**config.mk**
```make
export PLATFORM = sky130hd
export DESIGN_NAME = miriscv_dmem_arbiter_flat
export DESIGN_NICKNAME = d
export VERILOG_FILES = /design/src/rtl/miriscv_dmem_arbiter_if.sv /design/src/rtl/miriscv_dmem_arbiter.sv /design/src/flat_wrapper.sv
export SDC_FILE = /design/constraint.sdc
export NUM_CORES = 1
export LEC_CHECK = 0
export CAP_MARGIN = 20
export CORE_AREA = 2 2 112 114
export CTS_BUF_LIST = sky130_fd_sc_hd__clkbuf_4
export DETAILED_ROUTE_END_ITERATION = 7
export DIE_AREA = 0 0 114 116
export RECOVER_POWER = 50
export SLEW_MARGIN = 5
export SYNTH_ARGS = -nofsm -noshare
export SYNTH_HDL_FRONTEND = slang
export SYNTH_SLANG_ARGS = --single-unit
```
**constraint.sdc**
```tcl
create_clock -name clk_i -period 2.04 [get_ports clk_i]
set_clock_uncertainty 0.2 [all_clocks]
set_input_delay 0.408 -clock clk_i [delete_from_list [all_inputs] [get_ports clk_i]]
set_output_delay 0.408 -clock clk_i [all_outputs]
set_load 0.005 [all_outputs]
```
**src/rtl/miriscv_dmem_arbiter_if.sv**
```systemverilog
// Bundle of requester-side and memory-side signals for the data memory arbiter.
// slave = arbiter view; master = the environment (both requesters plus memory).
interface miriscv_dmem_arbiter_if #(
  parameter int XLEN = 32
);
  logic              a_req_i, a_we_i, a_gnt_o, a_rvalid_o, a_stall_req_o;
  logic [XLEN/8-1:0] a_be_i;
  logic [XLEN-1:0]   a_addr_i, a_wdata_i;
  logic              b_req_i, b_we_i, b_gnt_o, b_rvalid_o, b_stall_req_o;
  logic [XLEN/8-1:0] b_be_i;
  logic [XLEN-1:0]   b_addr_i, b_wdata_i;
  logic [XLEN-1:0]   rdata_o;
  logic              data_req_o, data_we_o, data_gnt_i, data_rvalid_i;
  logic [XLEN/8-1:0] data_be_o;
  logic [XLEN-1:0]   data_addr_o, data_wdata_o, data_rdata_i;
  logic              busy_o, protocol_err_o;

  modport slave (
    input  a_req_i, a_we_i, a_be_i, a_addr_i, a_wdata_i,
    input  b_req_i, b_we_i, b_be_i, b_addr_i, b_wdata_i,
    input  data_gnt_i, data_rvalid_i, data_rdata_i,
    output a_gnt_o, a_rvalid_o, a_stall_req_o,
    output b_gnt_o, b_rvalid_o, b_stall_req_o,
    output rdata_o, data_req_o, data_we_o, data_be_o, data_addr_o, data_wdata_o,
    output busy_o, protocol_err_o
  );

  modport master (
    output a_req_i, a_we_i, a_be_i, a_addr_i, a_wdata_i,
    output b_req_i, b_we_i, b_be_i, b_addr_i, b_wdata_i,
    output data_gnt_i, data_rvalid_i, data_rdata_i,
    input  a_gnt_o, a_rvalid_o, a_stall_req_o,
    input  b_gnt_o, b_rvalid_o, b_stall_req_o,
    input  rdata_o, data_req_o, data_we_o, data_be_o, data_addr_o, data_wdata_o,
    input  busy_o, protocol_err_o
  );
endinterface

```
**src/rtl/miriscv_dmem_arbiter.sv**
```systemverilog
// Two-port round-robin arbiter onto one data memory port with gnt/rvalid
// handshake, bounded in-order outstanding transactions and response routing.
module miriscv_dmem_arbiter #(
  parameter int XLEN            = 32,
  parameter int MAX_OUTSTANDING = 2
) (
  input  logic                         clk_i,
  input  logic                         arstn_i,
  miriscv_dmem_arbiter_if.slave        bus
);
  localparam int CW = $clog2(MAX_OUTSTANDING + 1);
  localparam int PW = (MAX_OUTSTANDING > 1) ? $clog2(MAX_OUTSTANDING) : 1;
  localparam logic [CW-1:0] MAX_CNT  = CW'(MAX_OUTSTANDING);
  localparam logic [PW-1:0] PTR_LAST = PW'(MAX_OUTSTANDING - 1);
  localparam logic PORT_A = 1'b0;
  localparam logic PORT_B = 1'b1;

  logic [CW-1:0]              count_q, count_d;
  logic [PW-1:0]              wr_ptr_q, wr_ptr_d, rd_ptr_q, rd_ptr_d;
  logic [MAX_OUTSTANDING-1:0] fifo_q, fifo_d;
  logic                       prio_q, prio_d;
  logic                       lock_q, lock_d;
  logic                       lock_own_q, lock_own_d;
  logic                       perr_q, perr_d;

  logic sel, sel_req, can_issue, req, accept, pop, head;

  function automatic logic [PW-1:0] ptr_inc(input logic [PW-1:0] p);
    return (p == PTR_LAST) ? '0 : p + 1'b1;
  endfunction

  always_comb begin
    sel = PORT_A;
    if (lock_q)                          sel = lock_own_q;
    else if (bus.a_req_i && bus.b_req_i) sel = prio_q;
    else if (bus.b_req_i)                sel = PORT_B;
  end

  assign sel_req   = (sel == PORT_B) ? bus.b_req_i : bus.a_req_i;
  // A full count blocks issue even when a response retires in the same cycle.
  assign can_issue = count_q < MAX_CNT;
  assign req       = can_issue & sel_req;
  assign accept    = req & bus.data_gnt_i;
  assign pop       = bus.data_rvalid_i & (count_q != '0);
  assign head      = fifo_q[rd_ptr_q];

  assign bus.data_req_o   = req;
  assign bus.data_we_o    = req & ((sel == PORT_B) ? bus.b_we_i : bus.a_we_i);
  assign bus.data_be_o    = req ? ((sel == PORT_B) ? bus.b_be_i    : bus.a_be_i)    : '0;
  assign bus.data_addr_o  = req ? ((sel == PORT_B) ? bus.b_addr_i  : bus.a_addr_i)  : '0;
  assign bus.data_wdata_o = req ? ((sel == PORT_B) ? bus.b_wdata_i : bus.a_wdata_i) : '0;

  assign bus.a_gnt_o       = accept & (sel == PORT_A);
  assign bus.b_gnt_o       = accept & (sel == PORT_B);
  assign bus.a_stall_req_o = bus.a_req_i & ~bus.a_gnt_o;
  assign bus.b_stall_req_o = bus.b_req_i & ~bus.b_gnt_o;
  assign bus.a_rvalid_o    = pop & (head == PORT_A);
  assign bus.b_rvalid_o    = pop & (head == PORT_B);
  assign bus.rdata_o       = bus.data_rdata_i;
  assign bus.busy_o        = count_q != '0;
  assign bus.protocol_err_o = perr_q;

  always_comb begin
    count_d    = count_q;
    wr_ptr_d   = wr_ptr_q;
    rd_ptr_d   = rd_ptr_q;
    fifo_d     = fifo_q;
    prio_d     = prio_q;
    lock_d     = lock_q;
    lock_own_d = lock_own_q;
    perr_d     = perr_q | (bus.data_rvalid_i & (count_q == '0));
    if (accept) begin
      fifo_d[wr_ptr_q] = sel;
      wr_ptr_d         = ptr_inc(wr_ptr_q);
      prio_d           = ~sel;
      lock_d           = 1'b0;
    end else if (req) begin
      // Pin the ungranted requester so the memory sees a stable request.
      lock_d     = 1'b1;
      lock_own_d = sel;
    end
    if (pop) rd_ptr_d = ptr_inc(rd_ptr_q);
    if (accept && !pop)      count_d = count_q + 1'b1;
    else if (pop && !accept) count_d = count_q - 1'b1;
  end

  always_ff @(posedge clk_i or negedge arstn_i) begin
    if (!arstn_i) begin
      count_q    <= '0;
      wr_ptr_q   <= '0;
      rd_ptr_q   <= '0;
      fifo_q     <= '0;
      prio_q     <= PORT_A;
      lock_q     <= 1'b0;
      lock_own_q <= PORT_A;
      perr_q     <= 1'b0;
    end else begin
      count_q    <= count_d;
      wr_ptr_q   <= wr_ptr_d;
      rd_ptr_q   <= rd_ptr_d;
      fifo_q     <= fifo_d;
      prio_q     <= prio_d;
      lock_q     <= lock_d;
      lock_own_q <= lock_own_d;
      perr_q     <= perr_d;
    end
  end
endmodule

```
**src/flat_wrapper.sv**
```systemverilog
// flat-port wrapper written by rule: the top's interface ports become plain ports
module miriscv_dmem_arbiter_flat 
#(
  parameter int XLEN            = 32,
  parameter int MAX_OUTSTANDING = 2
)
  (clk_i, arstn_i, bus_a_req_i, bus_a_we_i, bus_a_be_i, bus_a_addr_i, bus_a_wdata_i, bus_b_req_i, bus_b_we_i, bus_b_be_i, bus_b_addr_i, bus_b_wdata_i, bus_data_gnt_i, bus_data_rvalid_i, bus_data_rdata_i, bus_a_gnt_o, bus_a_rvalid_o, bus_a_stall_req_o, bus_b_gnt_o, bus_b_rvalid_o, bus_b_stall_req_o, bus_rdata_o, bus_data_req_o, bus_data_we_o, bus_data_be_o, bus_data_addr_o, bus_data_wdata_o, bus_busy_o, bus_protocol_err_o);
  miriscv_dmem_arbiter_if #(.XLEN(XLEN)) bus_i ();
  input  logic clk_i;
  input  logic arstn_i;
  input wire logic [$bits(bus_i.a_req_i)-1:0] bus_a_req_i;
  input wire logic [$bits(bus_i.a_we_i)-1:0] bus_a_we_i;
  input wire logic [$bits(bus_i.a_be_i)-1:0] bus_a_be_i;
  input wire logic [$bits(bus_i.a_addr_i)-1:0] bus_a_addr_i;
  input wire logic [$bits(bus_i.a_wdata_i)-1:0] bus_a_wdata_i;
  input wire logic [$bits(bus_i.b_req_i)-1:0] bus_b_req_i;
  input wire logic [$bits(bus_i.b_we_i)-1:0] bus_b_we_i;
  input wire logic [$bits(bus_i.b_be_i)-1:0] bus_b_be_i;
  input wire logic [$bits(bus_i.b_addr_i)-1:0] bus_b_addr_i;
  input wire logic [$bits(bus_i.b_wdata_i)-1:0] bus_b_wdata_i;
  input wire logic [$bits(bus_i.data_gnt_i)-1:0] bus_data_gnt_i;
  input wire logic [$bits(bus_i.data_rvalid_i)-1:0] bus_data_rvalid_i;
  input wire logic [$bits(bus_i.data_rdata_i)-1:0] bus_data_rdata_i;
  output wire logic [$bits(bus_i.a_gnt_o)-1:0] bus_a_gnt_o;
  output wire logic [$bits(bus_i.a_rvalid_o)-1:0] bus_a_rvalid_o;
  output wire logic [$bits(bus_i.a_stall_req_o)-1:0] bus_a_stall_req_o;
  output wire logic [$bits(bus_i.b_gnt_o)-1:0] bus_b_gnt_o;
  output wire logic [$bits(bus_i.b_rvalid_o)-1:0] bus_b_rvalid_o;
  output wire logic [$bits(bus_i.b_stall_req_o)-1:0] bus_b_stall_req_o;
  output wire logic [$bits(bus_i.rdata_o)-1:0] bus_rdata_o;
  output wire logic [$bits(bus_i.data_req_o)-1:0] bus_data_req_o;
  output wire logic [$bits(bus_i.data_we_o)-1:0] bus_data_we_o;
  output wire logic [$bits(bus_i.data_be_o)-1:0] bus_data_be_o;
  output wire logic [$bits(bus_i.data_addr_o)-1:0] bus_data_addr_o;
  output wire logic [$bits(bus_i.data_wdata_o)-1:0] bus_data_wdata_o;
  output wire logic [$bits(bus_i.busy_o)-1:0] bus_busy_o;
  output wire logic [$bits(bus_i.protocol_err_o)-1:0] bus_protocol_err_o;
  assign bus_i.a_req_i = bus_a_req_i;
  assign bus_i.a_we_i = bus_a_we_i;
  assign bus_i.a_be_i = bus_a_be_i;
  assign bus_i.a_addr_i = bus_a_addr_i;
  assign bus_i.a_wdata_i = bus_a_wdata_i;
  assign bus_i.b_req_i = bus_b_req_i;
  assign bus_i.b_we_i = bus_b_we_i;
  assign bus_i.b_be_i = bus_b_be_i;
  assign bus_i.b_addr_i = bus_b_addr_i;
  assign bus_i.b_wdata_i = bus_b_wdata_i;
  assign bus_i.data_gnt_i = bus_data_gnt_i;
  assign bus_i.data_rvalid_i = bus_data_rvalid_i;
  assign bus_i.data_rdata_i = bus_data_rdata_i;
  assign bus_a_gnt_o = bus_i.a_gnt_o;
  assign bus_a_rvalid_o = bus_i.a_rvalid_o;
  assign bus_a_stall_req_o = bus_i.a_stall_req_o;
  assign bus_b_gnt_o = bus_i.b_gnt_o;
  assign bus_b_rvalid_o = bus_i.b_rvalid_o;
  assign bus_b_stall_req_o = bus_i.b_stall_req_o;
  assign bus_rdata_o = bus_i.rdata_o;
  assign bus_data_req_o = bus_i.data_req_o;
  assign bus_data_we_o = bus_i.data_we_o;
  assign bus_data_be_o = bus_i.data_be_o;
  assign bus_data_addr_o = bus_i.data_addr_o;
  assign bus_data_wdata_o = bus_i.data_wdata_o;
  assign bus_busy_o = bus_i.busy_o;
  assign bus_protocol_err_o = bus_i.protocol_err_o;
  miriscv_dmem_arbiter #(.XLEN(XLEN), .MAX_OUTSTANDING(MAX_OUTSTANDING)) u_core (.clk_i(clk_i), .arstn_i(arstn_i), .bus(bus_i));
endmodule
```
After elaboration in Yosys (flattened, before gate mapping)
Cells that the tools add are included.

cells by class
  add/subtract/negate cells = 4
  $mul = 0
  divide/modulo/power cells = 0
  $lt $le $gt $ge = 4
  equal/unequal tests = 0
  shifts and indexed selects = 0
  multiplexer cells = 22
  bitwise gates (word level) = 17
  reductions and logical operators = 11

operators with widths
  operator                                                    number
  2-to-1 mux 32 bit                                           4
  2-to-1 mux 1 bit                                            12
  AND 1 bit                                                   11
  2-to-1 mux 4 bit                                            2
  nonzero test 2 bit                                          3
  inverter 1 bit                                              5
  logical AND 1 bit                                           4
  less-than comparator 1 x 2 -> 1 bit, second input constant  2
  2-to-1 mux 2 bit                                            2
  adder 1 bit, second input constant                          2
  adder 2 x 1 -> 2 bit, second input constant                 1
  bitwise mux 2 bit                                           1
  zero test 1 bit                                             2
  zero test 2 bit                                             1
  less-than comparator 2 bit, second input constant           1
  AND reduction 2 bit                                         1
  subtractor 2 x 1 -> 2 bit, second input constant            1
  demux 1 bit (select 1 bit)                                  1
  greater-or-equal comparator 1 bit, second input constant    1
  bitwise OR 1 bit                                            1

storage, ports and cells
  flip-flop bits (word level) = 10
  bits in latches = 0
  memory bits (writable) = 0
  ROM bits = 0
  input port bits = 176
  output and inout port bits = 110
  word-level logic and storage cells = 66
  memories = 0

Depth between registers and ports, before layout
  depth in word-level cells = 10
  gate-level depth with buffers = 7
  mapped depth without buffers = 7

Least setup slack after synthesis
OpenSTA, ideal clock, no wires.

  path kind = reg-to-output
  start point = register u_core.lock_q
  end point = output bus_data_addr_o[21]
  data arrival time = 1395 ps
  required time = 1432 ps
  path slack = 37 ps
  stages on the path, launching flop included = 7
  path buffers = 2
  cell sequence = dfrtp_1 -> nor2b_1 -> a22o_1 -> buf_6 -> clkbuf_1 -> nand2_1 -> a21oi_1

on the way
  word-level cells in the longest chain between the ends = 4
  elaborated cells on any way between the ends = 5
  classes of those cells = mux (4); bitwise (1)

ends and longest elaborated chain
  element                 line                         source
  start, declared         miriscv_dmem_arbiter.sv:22   logic lock_q, lock_d;
  start signal, assigned  miriscv_dmem_arbiter.sv:103  lock_q <= lock_d;
  2-to-1 mux 1 bit (*)    miriscv_dmem_arbiter.sv:34   if (lock_q) sel = lock_own_q;
  2-to-1 mux 1 bit        miriscv_dmem_arbiter.sv:39   assign sel_req = (sel == PORT_B) ? bus.b_req_i : bus.a_req_i;
  AND 1 bit               miriscv_dmem_arbiter.sv:42   assign req = can_issue & sel_req;
  2-to-1 mux 32 bit (*)   miriscv_dmem_arbiter.sv:50   assign bus.data_addr_o = req ? ((sel == PORT_B) ? bus.b_addr_i : bus.a_addr_i) : '0;
  end, declared           flat_wrapper.sv:34           output wire logic [$bits(bus_i.data_addr_o)-1:0] bus_data_addr_o;

Every way passes the cells marked *; elsewhere a longest branch is shown, timed or not.

Final worst setup path
  start point = register u_core.lock_own_q
  end point = output bus_data_addr_o[16]

on the way
  word-level cells in the longest chain between the ends = 4
  elaborated cells on any way between the ends = 5
  classes of those cells = mux (4); bitwise (1)

ends and longest elaborated chain
  element                 line                         source
  start, declared         miriscv_dmem_arbiter.sv:23   logic lock_own_q, lock_own_d;
  start signal, assigned  miriscv_dmem_arbiter.sv:104  lock_own_q <= lock_own_d;
  2-to-1 mux 1 bit (*)    miriscv_dmem_arbiter.sv:34
  2-to-1 mux 1 bit        miriscv_dmem_arbiter.sv:39
  AND 1 bit               miriscv_dmem_arbiter.sv:42
  2-to-1 mux 32 bit (*)   miriscv_dmem_arbiter.sv:50

Marked as above.

==> results.yml <==
floorplan:
  num_io_pins: 286
  chipHeight_um: 116
  dieArea_um2: 13200
  rows: 40
  die_width_um: 114
  start_util: 0.147
  core_um2: 11900
timing:
  finalSetupViolations: 79
  fin_tns_setup_ns: -28.35
  slew_headroom: 0.685
  min_period_over_period: 1.22
  worst_hold_slack_ns: 0.259
  slew_violations: 0
  hold_violations: 0
  rsz0062_at_grt: "true"
  worstMarginPinSlew_ns: 0.470
  period_minus_slack_ns: 2.49
  fmax_ghz: 0.401
  final.setup.worst_slack_ns: -0.453
flow_run:
  max_cap_viol_count: 0
logic_synthesis:
  syn_inst: 315
  synthTopCellsByArea: "nand2_1 (30%), a21oi_1 (21%), dfrtp_1 (14%)"
  synth_area_um2: 1750
  async_reset_ff_frac: 1.00
  synth.largest_area_cell: "nand2_1"
  synth.avg_cell_area_um2: 5.56
  ys_ff_latch: 10
  synthTopCellsByCount: "nand2_1 (140), a21oi_1 (72), buf_4 (33)"
  post-synth-top-count-cell: "nand2_1"
  synth_nets: 492
  synth_ff_type: "dfrtp_1"
  seq_area_frac_synth: 0.143
  netlist.area_leader.share: 0.300
  synth_edf_count: 0
  ys_types: 29
  ys_warn_count: 0
detailed_routing:
  wire_per_inst_um: 18.3
  drtIter0Drc: 105
  route.vias.total: 3215
  routed_wl_mm: 12.9
  antenna_left: 0
  drc_errors: 0
  via_per_inst: 4.56
  drt_first_pass_iters: 5
cells_and_area:
  antenna_cells: 0
  syn_to_final_growth_pct: 201
  final_nets: 737
  drive_above_1_share: 0.543
  postLayoutCoreUtil: 0.443
critical_path:
  critPathArrivalTime_ns: 1.89
  cp_max_fo: 9
  crit_chain: "a21bo_1 > a21oi_2 > nand2_4 > buf_12 > buf_12 > buf_16 > a21oi_2 > buf_2"
  endpoint: "bus_data_addr_o[16]"
  worstPathRequired_ns: 1.43
  reg2reg_to: "u_core.count_q[1]"
  crit_start: "u_core.lock_own_q"
  crit_path_start_kind: "register"
  worst-setup-path-type: "reg2out"
  rr_startpoint: "u_core.lock_own_q"
  slowest_stage: "dfrtp_2"
  ff2ff_setup_slack_ns: -0.20
  slowest_delay_ns: 0.45
  crit_path_end_kind: "output port"
  rr_worst_depth: 9
global_routing:
  antenna_found_initial: 0
  grt_first_pass_wirelength_mm: 16.5
  grt_overflow_total: 0
  grt_max_degree: 20
  globalRouteTotalUtil: 0.162
  grt_pass1_vias: 3102
clock_tree:
  cts_tree: "yes"
  cts_root_buffer: "clkbuf_4"
  cts_sinks: 10
  clk_path_buf_depth: 2
  cts.reportedPaths.clkPinSlew_ns: 0.06
  numCtsBuffers: 3
  holdBufCountCts: 0
  clkLatencyLatePin_ns: 0.26
  h-tree-depth: 1
placement:
  place_ws_ns: -0.966
  finalWeightedCongestion: 0.778
  dp_hpwl_mm: 7.26
  io_buffers: 221
power:
  power.density_nw_per_um2: 1220
  p_total_uw: 6420
  p_leak_uw: 0.00239
  peakVddDrop_v: 0.000456
status:
  violations: "setup timing"
  outcome: "finished, violations left"
min_path:
  hold_class: "reg2reg"
registers in the layout (all words and copies together), names as in the netlist:
| signal | count |
|---|---|
| u_core.lock_q | 1 |
| u_core.lock_own_q | 1 |
| u_core.bus.protocol_err_o | 1 |
| u_core.count_q | 2 |
| u_core.rd_ptr_q | 1 |
| u_core.fifo_q | 2 |
| u_core.prio_q | 1 |
| u_core.wr_ptr_q | 1 |
worst min-delay path by stage:
stage	from	endpoint	slack, ns	depth (start not counted)
2_1_floorplan	arstn_i	u_core.bus.protocol_err_o	-0.09	0
3_3_place_gp	u_core.bus.protocol_err_o	u_core.bus.protocol_err_o	0.24	1
3_5_place_dp	u_core.bus.protocol_err_o	u_core.bus.protocol_err_o	0.25	1
4_1_cts	u_core.bus.protocol_err_o	u_core.bus.protocol_err_o	0.27	1
5_1_grt	u_core.bus.protocol_err_o	u_core.bus.protocol_err_o	0.30	1
6_report	u_core.bus.protocol_err_o	u_core.bus.protocol_err_o	0.26	1
critical path: cells and delay by family, from the launching register on:
| kind | cells | cell delay (ns) |
|---|---|---|
| compound gates | 3 | 0.54 |
| buf+inv | 4 | 0.54 |
| flops | 1 | 0.45 |
| simple gates | 1 | 0.09 |
report_power, final:
group          total (uW)  internal (uW)  leakage [uW]  switching, uW
sequential            397            291      0.000113            106
combinational        5890           3140       0.00226           2750
clock                 130           67.9     0.0000138           62.1
cells in the final DEF (no fill, tap or decap), drive strengths merged:
cell type and instances:
dlygate4sd2 2, o31ai 1, a21bo 1, a21oi 72, a22o 1, nand2 140, nor2 7, nor2b 2
clkbuf 9, dfrtp 10, mux2i 1, and3 1, a21o 2, clkdlybuf4s15 2, xor2 1, buf 142
o41ai 2, nor3b 1, a2111o 1, a31oi 2, o21ai 2, ha 1, inv 7, xnor2 4
a22oi 1, nand2b 1, clkdlybuf4s50 142
layer usage:
metal  up-vias  routed length, um  GRT usage
met3        22               1220     0.0418
met1      1511               4360      0.159
met2       194               7000      0.329
met5         -                  0          0
met4         0                303     0.0455
li1       1488                  -          -
metrics by stage:
step	cells	cell area, um^2
after floorplan	315	1750
after global placement	649	4020
after detailed placement	649	4020
after CTS	699	4780
after global routing	705	5280
final	705	5280
timing repair:
item                       CTS  global route
buffers inserted            36             7
setup endpoints to repair   81            81
gates cloned                12             4
pin swaps                   32            83
gates resized for setup    425           129
logic make-up (layout without fill, tap and decap cells):
family | after synthesis | after routing | synth area share
AO/OA/AOI/OAI | 85 | 85 | 0.266
XOR/XNOR | 5 | 5 | 0.0250
adder cells (fa/ha/maj) | 1 | 1 | 0.00714
buffers and inverters | 61 | 304 | 0.219
flip-flops | 10 | 10 | 0.143
multiplexers | 1 | 1 | 0.00571
AND/OR/NAND/NOR | 152 | 152 | 0.335
area by class of cell:
class                   count  area, um^2
clock buffers               3        22.5
fillers                  1124        6640
inverters                   7        33.8
multi-input cells         244        1840
flip-flops and latches     10         253
well taps                 147         184
repair buffers            294        2950
No activity file was read; power rests on OpenSTA's default activity.
